--- src/rtl/systolic_psum_column_accumulator.sv ---
// Accumulates two-lane partial sums from one systolic PE column across Tin chunks,
// one accumulator pair per pixel slot, and queues finished pairs in a small output FIFO.
module systolic_psum_column_accumulator #(
  parameter int PSUM_W     = 20,
  parameter int ACC_W      = 32,
  parameter int DEPTH      = 16,
  parameter int FIFO_DEPTH = 4
) (
  input  logic                         clk,
  input  logic                         rst_n,
  input  logic [$clog2(DEPTH+1)-1:0]   cfg_len,
  input  logic                         psum_vld,
  input  logic                         psum_first,
  input  logic                         psum_last,
  input  logic [2*PSUM_W-1:0]          psum_dat,
  output logic [2*ACC_W-1:0]           acc_dat,
  output logic                         acc_vld,
  input  logic                         acc_rdy,
  output logic                         ovf,
  output logic                         busy
);

  localparam int LEN_W   = $clog2(DEPTH+1);
  localparam int PTR_W   = (DEPTH > 1) ? $clog2(DEPTH) : 1;
  localparam int FIFO_AW = (FIFO_DEPTH > 1) ? $clog2(FIFO_DEPTH) : 1;
  localparam int CNT_W   = $clog2(FIFO_DEPTH+1);

  // Output handshake: acc_dat is transferred on every cycle where acc_vld && acc_rdy;
  // acc_dat holds steady while acc_vld is high and acc_rdy is low.

  logic [LEN_W-1:0]        ptr;
  logic [LEN_W-1:0]        len_q;
  logic [LEN_W-1:0]        cfg_eff;
  logic [LEN_W-1:0]        len_cur;
  logic                    ptr_wrap;
  logic [PTR_W-1:0]        slot;

  logic signed [ACC_W-1:0] acc0 [DEPTH];
  logic signed [ACC_W-1:0] acc1 [DEPTH];
  logic signed [PSUM_W-1:0] p0, p1;
  logic signed [ACC_W-1:0] s0, s1;
  logic signed [ACC_W-1:0] new0, new1;

  logic [2*ACC_W-1:0]      mem [FIFO_DEPTH];
  logic [FIFO_AW-1:0]      wr_ptr, rd_ptr;
  logic [CNT_W-1:0]        count;
  logic                    pop, push_req, push;

  // A zero length would never wrap, so it behaves as a one-pixel pass.
  assign cfg_eff  = (cfg_len == '0) ? LEN_W'(1) : cfg_len;
  assign len_cur  = (ptr == '0) ? cfg_eff : len_q;
  assign ptr_wrap = (ptr == (len_cur - LEN_W'(1)));
  assign slot     = ptr[PTR_W-1:0];

  assign p0   = psum_dat[PSUM_W-1:0];
  assign p1   = psum_dat[2*PSUM_W-1:PSUM_W];
  assign s0   = ACC_W'(p0);
  assign s1   = ACC_W'(p1);
  assign new0 = psum_first ? s0 : acc0[slot] + s0;
  assign new1 = psum_first ? s1 : acc1[slot] + s1;

  always_ff @(posedge clk or negedge rst_n) begin
    if (!rst_n) begin
      ptr   <= '0;
      len_q <= '0;
      for (int i = 0; i < DEPTH; i++) begin
        acc0[i] <= '0;
        acc1[i] <= '0;
      end
    end else if (psum_vld) begin
      if (ptr == '0) len_q <= cfg_eff;
      ptr        <= ptr_wrap ? '0 : ptr + LEN_W'(1);
      acc0[slot] <= new0;
      acc1[slot] <= new1;
    end
  end

  // A full FIFO still accepts a result when its head leaves in the same cycle.
  assign pop      = acc_vld && acc_rdy;
  assign push_req = psum_vld && psum_last;
  assign push     = push_req && ((count != CNT_W'(FIFO_DEPTH)) || pop);

  always_ff @(posedge clk or negedge rst_n) begin
    if (!rst_n) begin
      wr_ptr <= '0;
      rd_ptr <= '0;
      count  <= '0;
      ovf    <= 1'b0;
    end else begin
      if (push) wr_ptr <= wr_ptr + FIFO_AW'(1);
      if (pop)  rd_ptr <= rd_ptr + FIFO_AW'(1);
      count <= count + CNT_W'(push) - CNT_W'(pop);
      if (push_req && !push) ovf <= 1'b1;
    end
  end

  always_ff @(posedge clk) begin
    if (push) mem[wr_ptr] <= {new1, new0};
  end

  assign acc_vld = (count != '0);
  assign acc_dat = acc_vld ? mem[rd_ptr] : '0;
  assign busy    = (ptr != '0);

endmodule

--- config.mk ---
export PLATFORM = sky130hd
export DESIGN_NAME = systolic_psum_column_accumulator
export DESIGN_NICKNAME = d
export VERILOG_FILES = /design/src/rtl/systolic_psum_column_accumulator.sv
export SDC_FILE = /design/constraint.sdc
export NUM_CORES = 2
export LEC_CHECK = 0
export CORE_MARGIN = 8
export CORE_UTILIZATION = 62
export CTS_BUF_LIST = sky130_fd_sc_hd__clkbuf_2
export DETAILED_ROUTE_END_ITERATION = 10
export HOLD_SLACK_MARGIN = 0.05
export PLACE_DENSITY = 0.79
export SYNTH_ARGS = -nofsm -noshare
export SYNTH_HDL_FRONTEND = slang
export SYNTH_SLANG_ARGS = --single-unit
--- constraint.sdc ---
create_clock -name clk -period 17.08 [get_ports clk]
set_input_delay 2.562 -clock clk [delete_from_list [all_inputs] [get_ports clk]]
set_output_delay 2.562 -clock clk [all_outputs]
set_load 0.01 [all_outputs]
==> reports/results.ini <==
[run_status]
outcome = finished, final reports clean

[clock_tree]
cts_buffers = 331
clk_path_buf_depth = 4
ctsResizeCount = 0
cts.sinks = 1298
path_clk_slew_ns = 0.10
ctsHoldBuffers = 0
cts_max_level = 5
cts_tree = yes
post-cts-setup-buffers = 0
clock_latency_ns = 1.56
root_buffer = clkbuf_2

[floorplan]
die_h_um = 325
die_area_um2 = 106000
rows = 113
initial_utilization_pct = 62.4
core_region_area_um2 = 94700
die_w_um = 325
ios = 118

[grt]
antenna_found_initial = 6
groute.usage.overall_pct = 29.4
first_global_vias = 42300
grt_max_degree = 181
grt-ovfl-total = 0
grt_pass1_wl_mm = 243

[timing]
rsz0062_at_grt = no
fin_skew_ns = 0.158
setup_viol = 0
final.period_utilization_pct = 45.8
worst_slew_pin_slew_ns = 1.26
clock.fmax_ghz = 0.128
drv_slew = 0
min_period_ns = 7.82
fin_tns_setup_ns = 0
max-slew-margin-rel_pct = 15.9
hold_viol_final = 0

[setup_path]
crit_slowest_cell = a21oi_1
worstPathCellList = buf_4, buf_4, buf_12, mux4_2, mux4_2, ha_1, and3_1, nor2b_1, o2111ai_1, nand3_1, o31ai_1, a21oi_1, o21a_1, o21ai_0, o311ai_0
end_kind = flop
crit_path_max_incr_delay_ns = 0.96
required_ns = 18.26
crit_buf_inv = 3
startpoint_type = flop
cp_max_fo = 99
cp_top_family = compound AO/OA/AOI/OAI gates
path_class = flop to flop
worstPathArrival_ns = 9.00

[routing]
vias = 42000
drt_iter0_markers = 4295
antenna_left = 0
drtPass1Iterations = 6
wl_per_cell_um = 23.0
drc = 0
viasPerCell = 6.26
wirelength_mm = 154

[finish]
nNetsFinal = 5343
drive_gt1_share_pct = 18.9
final_cell_mix = dfrtp_1, nand2_1, o21ai_0, clkbuf_2, mux4_2
area_growth_pct = 8.25
final_common_cell = dfrtp_1
fin_area_um2 = 64000

[logic_synthesis]
syn_area_per_cell_um2 = 11.6
ys_seq_area_share_pct = 57.1
synth.cell_area_um2 = 59100
synth_cells = 5102
synth_edf_count = 256
synth-async-reset-ratio_pct = 80.3
ys_types = 79
ys.flop_type = dfrtp_1
ys_seq_elements = 1298
ys_warn_count = 0
syn_nets = 5229

[power]
power_frac_seq_pct = 37.3
internal_power_mw = 8.23
vdd_drop_max_v = 0.000142
power_frac_clock_pct = 14.4
switchingPower_mw = 5.93
power_density_nw_per_um2 = 221
comb_power_share_pct = 48.3
netSwitchingFraction_pct = 41.9
leakage_nw = 27.7

[placement]
hpwl_mm = 91.0
placed_area_um2 = 61200
globalplace.congestion = 0.905
port_buffers = 117

[hold_path]
hold_class = flop to flop

[run]
drv_cap = 0

[worst min-delay path: stages (launching register included)]
cell,delay (ns)
dfrtp_1,0.35
nand2_1,0.05
o31ai_1,0.05
[logic make-up (layout without fill, tap and decap cells)]
kind of cell             count (synthesis)  after routing  synth area share [%]
XOR/XNOR                                51             51                 0.768
buffers and inverters                  528            863                  3.41
flip-flops                            1298           1298                  57.1
multiplexers                           407            407                  15.0
other                                    0              3                     0
adder cells (fa/ha/maj)                 76             76                  1.65
AO/OA/AOI/OAI                         1331           1331                  12.3
AND/OR/NAND/NOR                       1411           1411                  9.78
[cell type report]
type	instances	area (µm²)
sequential	1298	33800
fill	6916	30700
multi-input combinational	3276	23600
clock buffer	472	2360
timing repair buffer	210	1920
tap	1265	1580
clock inverter	82	437
inverter	99	372
antenna	3	7.51
[power by group through the flow]
stage	clock, mW	combinational, mW	sequential [mW]
CTS	2.07	6.78	5.27
global placement	0	6.56	5.26
detailed placement	0	6.77	5.33
global route	2.23	7.46	5.42
floorplan	0	4.96	4.98
finish	2.04	6.84	5.28
[cells in the mapped netlist (15+ instances only)]
library cell,count,share of area [%]
o21ai_1,16,0.14
nor2_1,252,1.6
nor3_1,20,0.17
nand3_1,30,0.25
clkbuf_1,371,2.4
edfxtp_1,256,13
a21oi_1,198,1.7
dfrtp_1,1042,44
mux2i_1,18,0.30
xor2_1,18,0.27
o211ai_1,39,0.50
nand2_1,957,6.1
a31oi_1,31,0.33
ha_1,73,1.5
inv_1,96,0.61
and2_1,82,0.87
nor2b_1,15,0.16
mux4_2,384,15
xnor2_1,32,0.47
buf_1,41,0.26
o31ai_1,36,0.46
a21o_1,36,0.46
o21ai_0,908,7.7
[worst paths after layout]
kind	startpoint	end	slack, ns	cells past startpoint
hold reg to reg	acc1[444]$_DFFE_PN0P_	acc1[444]$_DFFE_PN0P_	0.48	2
max in group asynchronous	rst_n	acc0[71]$_DFFE_PN0P_	12.71	4
min in group asynchronous	rst_n	acc1[293]$_DFFE_PN0P_	1.08	1
hold / removal	acc1[444]$_DFFE_PN0P_	acc1[444]$_DFFE_PN0P_	0.48	2
setup reg to reg	ptr[0]$_DFFE_PN0P_	mem[1][23]$_DFFE_PP_	9.26	15
setup / recovery	ptr[0]$_DFFE_PN0P_	mem[1][23]$_DFFE_PP_	9.26	15
[per-stage QoR]
step | hold WS (ns) | total power, mW | instances | utilization (%) | worst slack [ns]
final | 0.480 | 14.2 | 6705 | 67.6 | 9.26
after global routing | 0.505 | 15.1 | 6705 | 67.6 | 8.46
after CTS | 0.483 | 14.1 | 6702 | 67.6 | 9.20
after detailed placement | 0.462 | 12.1 | 6148 | 64.6 | 9.28
after global placement | 0.455 | 11.8 | 6148 | 64.6 | 9.39
after floorplan | 0.443 | 9.94 | 5102 | - | 11.61
[flip-flops by register name (all words and copies together), names as in the netlist]
register  count
ovf           1
mem         256
ptr           5
count         3
acc1        512
acc0        512
rd_ptr        2
len_q         5
wr_ptr        2
[layer usage]
metal  vias to the layer above  wire [µm]  track usage (%)
met4                         2       5050             10.7
met2                      2020      71000             44.7
met3                       362      16700             7.90
li1                      18600          -                -
met5                         -         13                0
met1                     21000      61500             41.2
Power figures use the tool's default switching activity.
